`config.mk`:
```
export PLATFORM = sky130hd
export DESIGN_NAME = toggle_stream_decoder
export DESIGN_NICKNAME = d
export VERILOG_FILES = /design/src/rtl/coa_pkg.sv /design/src/rtl/toggle_stream_decoder_sync_edge.sv /design/src/rtl/toggle_stream_decoder.sv
export SDC_FILE = /design/constraint.sdc
export NUM_CORES = 1
export LEC_CHECK = 0
export ABC_AREA = 1
export ABC_CLOCK_PERIOD_IN_PS = 1300
export CAP_MARGIN = 20
export CORE_ASPECT_RATIO = 0.5
export CORE_UTILIZATION = 40
export CTS_BUF_LIST = sky130_fd_sc_hd__clkbuf_4
export DETAILED_ROUTE_END_ITERATION = 16
export GPL_ROUTABILITY_DRIVEN = 0
export PLACE_DENSITY = 0.65
export RECOVER_POWER = 100
export SLEW_MARGIN = 20
export SYNTH_ARGS = -nofsm -noshare
export SYNTH_HDL_FRONTEND = slang
export SYNTH_SLANG_ARGS = --single-unit
```
`constraint.sdc`:
```
create_clock -name Clk -period 1.3 [get_ports Clk]
set_input_delay 0.195 -clock Clk [delete_from_list [all_inputs] [get_ports Clk]]
set_output_delay 0.195 -clock Clk [all_outputs]
set_load 0.005 [all_outputs]
```
`src/rtl/coa_pkg.sv`:
```
// ============================================================================
// coa_pkg: shared defaults and FSM encoding for the toggle-link receiver. Rev 1.0
// ============================================================================
`default_nettype none

package coa_pkg;

    localparam int W_DEF     = 4;
    localparam int SYNC_DEF  = 2;
    localparam int CNT_W_DEF = 8;

    localparam logic [0:0] ST_IDLE    = 1'b0;
    localparam logic [0:0] ST_COLLECT = 1'b1;

endpackage

`default_nettype wire

```
`src/rtl/toggle_stream_decoder_sync_edge.sv`:
```
// ============================================================================
// sync_edge: multi-flop synchroniser for a toggle line plus change detector. Rev 1.0
// ============================================================================
`default_nettype none

module sync_edge
    import coa_pkg::*;
#(
    parameter int SYNC_STAGES = SYNC_DEF
) (
    input  logic clk,
    input  logic rst_n,
    input  logic i_d,
    output logic o_s,
    output logic o_b
);

    logic [SYNC_STAGES-1:0] r_sync;
    logic                   r_prev;

    always_ff @(posedge clk or negedge rst_n) begin
        if (!rst_n) begin
            r_sync <= '0;
            r_prev <= 1'b0;
        end else begin
            r_sync <= {r_sync[SYNC_STAGES-2:0], i_d};
            r_prev <= r_sync[SYNC_STAGES-1];
        end
    end

    assign o_s = r_sync[SYNC_STAGES-1];
    // A level change between consecutive samples is a transmitted 1.
    assign o_b = r_sync[SYNC_STAGES-1] ^ r_prev;

endmodule

`default_nettype wire

```
`src/rtl/toggle_stream_decoder.sv`:
```
// ============================================================================
// toggle_stream_decoder: recovers LSB-first words from a toggle line, buffers
// one word behind a valid/ready handshake and counts toggle events. Rev 1.0
// ============================================================================
`default_nettype none

module toggle_stream_decoder
    import coa_pkg::*;
#(
    parameter int W           = W_DEF,
    parameter int SYNC_STAGES = SYNC_DEF,
    parameter int CNT_W       = CNT_W_DEF
) (
    input  logic             Clk,
    input  logic             Rst,
    input  logic             Tin,
    input  logic             En,
    input  logic             Clr,
    input  logic             Ready,
    output logic [W-1:0]     Data,
    output logic             Valid,
    output logic             Overflow,
    output logic [CNT_W-1:0] EvCnt
);

    localparam int CW = (W > 1) ? $clog2(W) : 1;

    logic             w_b;
    logic [CW-1:0]    w_idx;
    logic             w_last;
    logic [W-1:0]     w_word;

    logic [0:0]       r_state;
    logic [CW-1:0]    r_cnt;
    logic [W-1:0]     r_shift;
    logic [W-1:0]     r_data;
    logic             r_valid;
    logic             r_ovf;
    logic [CNT_W-1:0] r_evcnt;

    sync_edge #(
        .SYNC_STAGES (SYNC_STAGES)
    ) u_sync_edge (
        .clk   (Clk),
        .rst_n (Rst),
        .i_d   (Tin),
        .o_s   (),
        .o_b   (w_b)
    );

    // The bit decoded on the cycle En rises is always bit 0 of the frame.
    assign w_idx  = (r_state == ST_IDLE) ? '0 : r_cnt;
    assign w_last = En && (w_idx == CW'(W - 1));

    always_comb begin
        w_word        = r_shift;
        w_word[w_idx] = w_b;
    end

    always_ff @(posedge Clk or negedge Rst) begin
        if (!Rst) begin
            r_state <= ST_IDLE;
            r_cnt   <= '0;
            r_shift <= '0;
        end else if (En) begin
            r_state <= ST_COLLECT;
            if (w_last) begin
                r_cnt   <= '0;
                r_shift <= '0;
            end else begin
                r_cnt   <= w_idx + CW'(1);
                r_shift <= w_word;
            end
        end else begin
            r_state <= ST_IDLE;
            r_cnt   <= '0;
            r_shift <= '0;
        end
    end

    // A completed word is accepted if the buffer is empty or draining this cycle.
    always_ff @(posedge Clk or negedge Rst) begin
        if (!Rst) begin
            r_data  <= '0;
            r_valid <= 1'b0;
            r_ovf   <= 1'b0;
        end else begin
            if (w_last) begin
                if (!r_valid || Ready) begin
                    r_data  <= w_word;
                    r_valid <= 1'b1;
                end else begin
                    r_ovf <= 1'b1;
                end
            end else if (r_valid && Ready) begin
                r_valid <= 1'b0;
            end
            if (Clr) begin
                r_ovf <= 1'b0;
            end
        end
    end

    always_ff @(posedge Clk or negedge Rst) begin
        if (!Rst) begin
            r_evcnt <= '0;
        end else if (Clr) begin
            r_evcnt <= '0;
        end else if (En && w_b) begin
            r_evcnt <= r_evcnt + CNT_W'(1);
        end
    end

    assign Data     = r_data;
    assign Valid    = r_valid;
    assign Overflow = r_ovf;
    assign EvCnt    = r_evcnt;

endmodule

`default_nettype wire

```
== Yosys cells after proc, flatten, opt, wreduce, memory -nomap -nowiden ==
Index checks and enable logic that the tools add are counted.

* Flip-flop bits (word level): 24
* Input port bits: 6
* Output and inout port bits: 14
* Word-level logic and storage cells: 46

* Add/sub/neg operators: 2
* Magnitude comparators: 2
* Equality and inequality tests: 3
* Mux-type cells: 17
* Bitwise logic cells: 1
* Reduce and logical (&&, ||, !) cells: 12

{| class="wikitable"
|+ Operator list
! cell !! count
|-
| $mux W8 || 2
|-
| $add A8 B1 Y8 const B || 1
|-
| $mux W1 || 8
|-
| $mux W4 || 2
|-
| $mux W2 || 3
|-
| $reduce_and A2 Y1 || 3
|-
| $reduce_bool A2 Y1 || 3
|-
| $bwmux W4 || 1
|-
| $logic_and A1 B1 Y1 || 4
|-
| $lt A2 B3 Y1 const B || 1
|-
| $add A2 B1 Y2 const B || 1
|-
| $demux W1 S2 || 1
|-
| $eq A2 B2 Y1 const B || 1
|-
| $ge A2 B1 Y1 const B || 1
|-
| $ne A2 B1 Y1 const B || 1
|-
| $ne A2 B2 Y1 const B || 1
|-
| $logic_not A1 Y1 || 1
|-
| $logic_or A1 B1 Y1 || 1
|-
| $xor A1 B1 Y1 || 1
|}

== Logic depth before layout (Yosys ltp) ==
Gate-level depths: netlist (run 1).

* Depth after elaboration: 8
* Gate-level depth with buffers: 8
* Mapped depth without buffers: 8

== Cells and area by module ==
A second synthesis (run 1) with hierarchy kept.

* Cells, all modules: 123
* Area, all modules: 1,037.2 sq um

{| class="wikitable"
|+ By module, submodules not included
! module !! times used !! cells each !! area an instance (sq um) !! sequential area each (sq um)
|-
| toggle_stream_decoder || 1 || 115 || 943.4 || 525.5
|-
| sync_edge || 1 || 8 || 93.8 || 75.1
|}

== Worst setup path after synthesis (run 1) ==
Ideal clock, no wire load.

* Path kind: reg-to-reg
* Start point: reg r_evcnt[1], in the netlist EvCnt[1]
* End point: reg r_evcnt[6], in the netlist EvCnt[6]
* Setup time: 0.117 ns
* Arrival: 0.974 ns
* Data required time: 1.183 ns
* Setup slack: 0.209 ns
* Stages on the path, launching flop included: 9
* Clock period less this slack: 1.091 ns
* Cell sequence: dfrtp_1 -> ha_1 -> nand2_1 -> inv_1 -> nand3_1 -> nor2_1 -> nand2_1 -> nand2_1 -> nor2_1

* Cells in the longest elaborated chain, start to end: 3

{| class="wikitable"
|+ RTL lines
! item !! RTL line !! text
|-
| from (decl) || toggle_stream_decoder.sv:39 || <nowiki>logic [CNT_W-1:0] r_evcnt;</nowiki>
|-
| from (signal assigned) || toggle_stream_decoder.sv:110 || <nowiki>r_evcnt <= r_evcnt + CNT_W'(1);</nowiki>
|-
| $add A8 B1 Y8 || toggle_stream_decoder.sv:110 ||
|-
| $mux W8 || toggle_stream_decoder.sv:109 || <nowiki>end else if (En && w_b) begin</nowiki>
|-
| $mux W8 || toggle_stream_decoder.sv:107 || <nowiki>end else if (Clr) begin</nowiki>
|}

No other way between the ends. The select of a mux whose other input is x is not followed.
A chain may end at the register's enable or synchronous reset.

== Worst setup path in the final report (run 1) ==
* Start point: reg r_evcnt[0], in the netlist EvCnt[0]
* End point: reg r_evcnt[6], in the netlist EvCnt[6]

Same word-level chain as after synthesis.

==> results of run 1 <==
final cells by class:
| class | instances | area share (%) |
|---|---|---|
| tap | 35 | 3.11 |
| clock buffer | 3 | 1.60 |
| timing repair buffer | 31 | 18.6 |
| multi-input combinational | 86 | 29.4 |
| sequential | 24 | 42.7 |
| inverter | 17 | 4.54 |
flip-flops by register name, indices dropped and copies added (netlist names):
register            cells
Overflow                1
EvCnt                   8
Valid                   1
r_shift                 4
Data                    4
u_sync_edge.r_prev      1
u_sync_edge.r_sync      2
r_state                 1
r_cnt                   2
power breakdown:
| group | total (W) | switching (W) | internal (W) |
|---|---|---|---|
| combinational | 0.000171 | 0.0000919 | 0.0000790 |
| clock | 0.000313 | 0.000205 | 0.000108 |
| sequential | 0.000797 | 0.0000172 | 0.000780 |
how the worst min path moves through the flow:
stage	from	endpoint	slack (ps)	cells after the start
after floorplan	Rst	Data[0]$_DFFE_PN0P_	-100	0
after global placement	u_sync_edge.r_sync[0]$_DFF_PN0_	u_sync_edge.r_sync[1]$_DFF_PN0_	330	0
after detailed placement	u_sync_edge.r_sync[0]$_DFF_PN0_	u_sync_edge.r_sync[1]$_DFF_PN0_	340	0
after CTS	Rst	u_sync_edge.r_sync[0]$_DFF_PN0_	220	2
after global routing	u_sync_edge.r_sync[0]$_DFF_PN0_	u_sync_edge.r_sync[1]$_DFF_PN0_	380	0
final	u_sync_edge.r_sync[0]$_DFF_PN0_	u_sync_edge.r_sync[1]$_DFF_PN0_	370	0
worst max-delay path, cell delays in order (launching register included):
cell,delay [ps]
sky130_fd_sc_hd__dfrtp_1,370
sky130_fd_sc_hd__buf_4,130
sky130_fd_sc_hd__ha_4,130
sky130_fd_sc_hd__nand2_2,60
sky130_fd_sc_hd__inv_1,70
sky130_fd_sc_hd__nand3_1,80
sky130_fd_sc_hd__nor2_2,130
sky130_fd_sc_hd__nand2_1,60
sky130_fd_sc_hd__nand2_1,50
sky130_fd_sc_hd__nor2_1,30
cell families (layout without fill, tap and decap cells):
group | count (synthesis) | count (layout) | share of synthesized area, %
AND/OR/NAND/NOR | 71 | 71 | 29.7
flip-flops | 24 | 24 | 55.8
buffers and inverters | 17 | 51 | 6.39
AO/OA/AOI/OAI | 14 | 14 | 6.98
adder cells (fa/ha/maj) | 1 | 1 | 1.16
cell usage after synthesis, drive strengths merged:
library cell	n	share of area, %
nand2	39	14
nor2	20	8.4
clkinv	2	1.2
o21ai	6	2.8
inv	15	5.2
or2	1	0.58
nand3	8	4.7
dfrtp	24	56
a21oi	6	2.8
a211oi	2	1.4
ha	1	1.2
nand4	3	1.7
repair_timing:
action / 4_1_cts / 5_1_grt
setup endpoints to repair: 14 / 2
buffers inserted: 9 / 0
pin swaps: 0 / 1
resized for setup: 14 / 5
routing by layer:
layer | vias to the layer above | track usage [%] | routed length, microns
li1 | 470 | - | -
met1 | 430 | 21.7 | 1020
met2 | 13 | 28.1 | 942
met3 | 2 | 6.25 | 83
met4 | 0 | 4.17 | 13
met5 | - | 0 | 0
metrics by stage:
| step | instances | area, sq um |
|---|---|---|
| global route | 196 | 1410 |
| finish | 196 | 1410 |
| floorplan | 127 | 1080 |
| CTS | 196 | 1410 |
| global placement | 184 | 1330 |
| detailed placement | 184 | 1330 |
==> flow_results.org, run 1 <==
** Run status
- The flow ran to the end, and the final reports show no timing, DRC or antenna violations.

** Setup path
- Start-to-end type of the worst setup path :: reg -> reg
- In this run the critical register-to-register path is captured at EvCnt[6]$_DFFE_PN0P_.
- Reg-to-reg slack, setup :: slightly below 100 ps
- STA classifies the critical path startpoint as a flop.
- The most critical setup path has its startpoint at EvCnt[0]$_DFFE_PN0P_.
- For the worst setup path, the data arrival time is around 1400 ps.
- Worst reg-to-reg path cell count :: 9
- Kind of capture point of the worst setup path :: flop
- Req. time, crit path :: approximately 1500 ps
- In this run the critical register-to-register path is launched from EvCnt[0]$_DFFE_PN0P_.
- Following the worst setup path forward leads to its endpoint at EvCnt[6]$_DFFE_PN0P_.
- Maximum net fanout on the critical path :: 3

** Timing
- The count of final hold-check violations came to 0.
- The clock arrives with 2.60 ps of skew.
- Worst slew margin relative to its limit :: between 60% and 70%
- The smallest clock period supported by the final layout is computed as 1200 ps.
- Setup total negative slack on the finished layout was measured at 0 ps.
- Setup violations remaining at the end of the flow were counted as 0.
- Period utilisation layout :: between 90% and 100%
- Setup slack closes at 96.5 ps.
- The final-report max-slew violation count is 0.
- Hold WS :: 368 ps
- Slew @ Worst Pin :: 596 ps
- Maximum clock frequency :: between 0.8 and 0.9 GHz

** Clocking
- Clock slew at reported path FFs :: approximately 120 ps
- The clock passes through at most 2 buffers.
- Level count of the clock H-tree :: 1
- The root buffer cell chosen for the clock tree is sky130_fd_sc_hd__clkbuf_4.
- The clock drives 24 sinks.
- Buffers inserted during clock tree synthesis total 3.
- Number of hold-repair buffers added at the cts stage :: 0
- CTS tree :: done
- The clock reaches the later pin of the worst-skew pair after slightly above 300 ps.

** Synth
- Synthesis inferred 24 register bits.
- Post-synth net total :: about 130
- The cell area that synthesis handed to floorplanning was approximately 0.0011 sq mm.
- Sequential share of the synthesized area :: a little under three fifths
- Number of synthesis warnings :: 0
- Post-synthesis cell type count :: 16
- Cell count after synthesis :: approximately 130
- After synthesis, the mean cell area works out to about 8.5 sq um.

** Global route
- Entering global routing, the biggest net connects 25 pins.
- The number of antenna violations at the first check in global routing is 0.
- Wire length of the first global-routing pass :: 3490 microns
- Summed over all layers, the global routing overflow is 0.
- The via count of the first global-routing pass was 832.
- Global routing used between 10% and 20% of the available tracks.

** Die
- Width of the die :: between 70 and 80 microns
- Area of the core region :: 0.00237 sq mm
- The initial utilization of the core area, before any placement, comes to between 40 and 50%.
- For this design the top-level I/O count stands at 20.
- Standard-cell row count :: 12
- The die covers 0.00291 sq mm.
- The die is ~39 microns tall.

** Run
- Count of maximum capacitance violations :: 0

** Route
- Summing over every cut layer, the via total after detailed routing is just over 900.
- The first routing iteration left 42 violations.
- Dividing the detail-routed wire length by the instance count gives 10.5 microns.
- In the routed layout, each cell is associated on average with a via count of between 4 and 5.
- DRC violation count after routing :: 0
- WL final :: 2060 microns
- Remaining antenna violation count :: 0
- Number of iterations in the first detailed-routing pass :: 4

** Layout
- Once layout is complete, the utilization of the core stands at between 50% and 60%.
- Final-stage net count :: 170
- Number of diodes added for antenna fixing :: 0
- Footprint of the flip-flops and latches :: 601 sq um
- The layout has 224 filler cells.
- Commonest non-fill, non-tap cell in the layout :: sky130_fd_sc_hd__nand2_1
- Summing all multi-input logic gate instances after layout gives around 410 sq um.
- Commonest cells after routing, fill and taps aside :: sky130_fd_sc_hd__nand2_1, sky130_fd_sc_hd__dfrtp_1, sky130_fd_sc_hd__nor2_1
- Layout cell share with drive strength beyond 1 :: a little over an eighth
- Area growth syn-to-layout :: 30.7%

** Min path
- The min-delay analysis places its worst path in the category reg -> reg.

** Placement
- Pre-CTS setup slack :: -96.9 ps
- Once detailed placement completed, the half-perimeter wirelength came to roughly 1500 microns.
- Input and output buffers added on the ports amount to 19.

** Power and ir drop
- In this run the static leakage power is roughly 0.77 nW.
- Power per standard cell area :: around 910 mW/mm^2
- IR analysis of the VDD net gives a maximum drop of just under 0.5 mV.
- Total power :: 0.00128 W
Power figures use the tool's default switching activity.
==> inputs of run 2 (changes only) <==
GPL_TIMING_DRIVEN = 1   (was default)
==> results of run 2 <==
Final layout, timing and power as in run 1 (identical DEF).
==> inputs of run 3 (changes only) <==
SKIP_LAST_GASP = 1   (was default)
==> flow_results.org, run 3 (synthesis gave the netlist of run 1 again) <==
** Timing
- Count of pins over their slew limit :: 0 (unchanged)
- Final worst setup slack :: 96.5 ps (unchanged)
- The final total negative setup slack was 0 ps (unchanged).
- The count of final hold-check violations came to 0 (unchanged).
- The upper clock frequency limit came to 0.831 GHz (unchanged).
- The slew at the pin with the worst max-slew slack was 596 ps (unchanged).
- Final worst path period need :: 1200 ps (unchanged)
- The worst slew margin relative to its limit is 60.3% (unchanged).
- The final worst-path cycle share is 92.6% (unchanged).
- The total setup violations reported at the end of the flow was 0 (unchanged).
- The clock skew came to 2.60 ps (unchanged).

** Setup path
- Kind of capture point of the worst setup path :: flop
- The cell that appears most often on the critical path is sky130_fd_sc_hd__nand2_1.
- The flop-to-flop setup slack is 100 ps (about the same).
- Maximum single-stage delay on the critical path :: 370 ps (about the same)
- Largest delay share family, worst path :: simple AND/OR/NAND/NOR gates
- The data required time of the critical path is 1520 ps (about the same).
- Data arrival at the endpoint of the critical path :: 1420 ps (about the same)
- The worst setup path is of the reg -> reg kind.
- The total buffers and inverters traversed by the critical path was 2 (unchanged).
- Among all stages on the critical path, the largest delay is contributed by sky130_fd_sc_hd__dfrtp_1.
- The maximum net fanout on the critical path was 3 (unchanged).
- Ordered list of cells on the worst path :: buf_4, ha_4, nand2_2, inv_1, nand3_1, nor2_2, nand2_1, nand2_1, nor2_1
- The worst setup path is launched from a flop.

** Layout
- Area growth syn-to-layout :: 30.8% (about the same)
- The number of nets in the layout was 170 (unchanged).
- The library cell used most frequently in the layout, excluding fill and tap cells, is sky130_fd_sc_hd__nand2_1.
- The fraction of layout instances using a drive strength above 1 is 13.7% (unchanged).
- Commonest cells after routing, fill and taps aside :: sky130_fd_sc_hd__nand2_1, sky130_fd_sc_hd__dfrtp_1, sky130_fd_sc_hd__nor2_1
- Largest register FFs :: 8 (unchanged)
- Number of diodes added for antenna fixing :: 0 (unchanged)

** Run
- Count of maximum capacitance violations :: 0 (unchanged)

** Min path
- The worst hold path belongs to the class reg -> reg.

** Die
- Width of the die :: 75.4 microns (unchanged)
- Die Footprint :: 0.00291 sq mm (unchanged)
- Chip Height :: 38.7 microns (unchanged)
- I/O pins :: 20 (unchanged)
- Area of the core region :: 0.00237 sq mm (unchanged)
- Effective utilization at floorplan :: 45.4% (unchanged)
- Standard-cell row count :: 12 (unchanged)

** Route
- The total wire length came to 2060 microns (about the same).
- Number of iterations in the first detailed-routing pass :: 4 (unchanged)
- Total vias in the final route :: 915 (unchanged)
- Remaining antenna violation count :: 0 (unchanged)
- DRC violation count after routing :: 0 (unchanged)
- The initial DRC count is 42 (unchanged).
- The average vias per placed instance is 4.67 (unchanged).
- Routed wire length per instance :: 10.5 microns (about the same)

** Global route
- The wire length of the first global-routing pass is 3490 microns (unchanged).
- The met2 demand-to-capacity share in global routing was 28.1% (unchanged).
- Met1 Use GR :: 21.7% (unchanged)
- Number of antenna violations at the first check in global routing :: 0 (unchanged)
- Total congestion overflow after global routing :: 0 (unchanged)
- The pin count of the biggest net entering global routing is 25 (unchanged).
- The layer flagged by global routing as most heavily used is met2.
- GR Util All Layers :: 17.1% (unchanged)
- Met3 capacity usage during global routing :: 6.25% (unchanged)
- Number of global-route vias before repair :: 832 (unchanged)

** Power and ir drop
- Power per standard cell area :: 910 mW/mm^2 (about the same)
- The leakage power summed over all cells was 0.766 nW (-0.72%).
- The maximum vdd drop came to 0.485 mV (unchanged).

** Clocking
- Number of sinks on the clock net :: 24 (unchanged)
- TritonCTS built the clock tree.
- The maximum clock insertion buffer count came to 2 (unchanged).
- The worst-skew pair later-pin latency came to 310 ps (about the same).
- The deepest level of the CTS H-tree is 1 (unchanged).
- Total clock buffers created by CTS :: 3 (unchanged)
- Root Buffer :: sky130_fd_sc_hd__clkbuf_4
- The post-CTS clock slew at the launch and capture registers of the worst setup and hold paths came to 120 ps (about the same).
- The count of hold-fix buffers inserted at cts was 0 (unchanged).

** Placement
- Number of buffer cells added on primary ports :: 19 (unchanged)
- Final HPWL from detailed placement :: 1450 microns (unchanged)
- Pre-CTS setup slack :: -96.9 ps (unchanged)

** Run status
- The run finished with clean final reports.
==> run 3: changes by cell type in the layout (fill, tap and decap cells not counted) <==
cell,previous run,this run
sky130_fd_sc_hd__clkdlybuf4s25_1,0,1
sky130_fd_sc_hd__dlygate4sd2_1,14,13
==> run 3: final timing paths <==
check                                                start                         endpoint  cells past startpoint
min reg2reg                u_sync_edge.r_sync[0]$_DFF_PN0_  u_sync_edge.r_sync[1]$_DFF_PN0_                      0
min in group asynchronous                              Rst  u_sync_edge.r_sync[0]$_DFF_PN0_                      2
max                                   EvCnt[0]$_DFFE_PN0P_             EvCnt[6]$_DFFE_PN0P_                      9
max in group asynchronous                              Rst             r_shift[2]$_DFF_PN0_                      2
max reg2reg                           EvCnt[0]$_DFFE_PN0P_             EvCnt[6]$_DFFE_PN0P_                      9
min                        u_sync_edge.r_sync[0]$_DFF_PN0_  u_sync_edge.r_sync[1]$_DFF_PN0_                      0
==> run 3: per-stage QoR <==
stage	power (W)	hold WS, ps	instance area, sq um	util, %	cells
2_1_floorplan	0.000884	-101	1080	-	127
3_3_place_gp	0.000972	333	1330	56.2	184
3_5_place_dp	0.000975	343	1330	56.2	184
4_1_cts	0.00130	222	1410	59.3	196
5_1_grt	0.00137	383	1410	59.3	196
6_report	0.00128	368	1410	59.3	196
==> run 3: area by class of cell <==
class	instances	area, sq um
multi-input cells	86	414
flip-flops and latches	24	601
clock buffers	3	22.5
well taps	35	43.8
fillers	223	965
repair buffers	31	263
inverters	17	63.8
==> run 3: repair_timing <==
item                       in CTS  in global routing
resized for setup              13                  6
setup endpoints to repair      14                  3
buffers inserted                9                  0
pin swaps                       0                  1
==> run 3: power by group <==
group,internal (W),switching (W)
logic,0.0000790,0.0000919
clock network,0.000108,0.000205
registers,0.000780,0.0000172
total,0.000968,0.000314
==> run 3: routing by layer <==
metal  wire (microns)  part of all wire (%)
met1             1020                    49
met2              942                    46
met3               84                   4.1
met4               13                  0.63
met5                0                     0
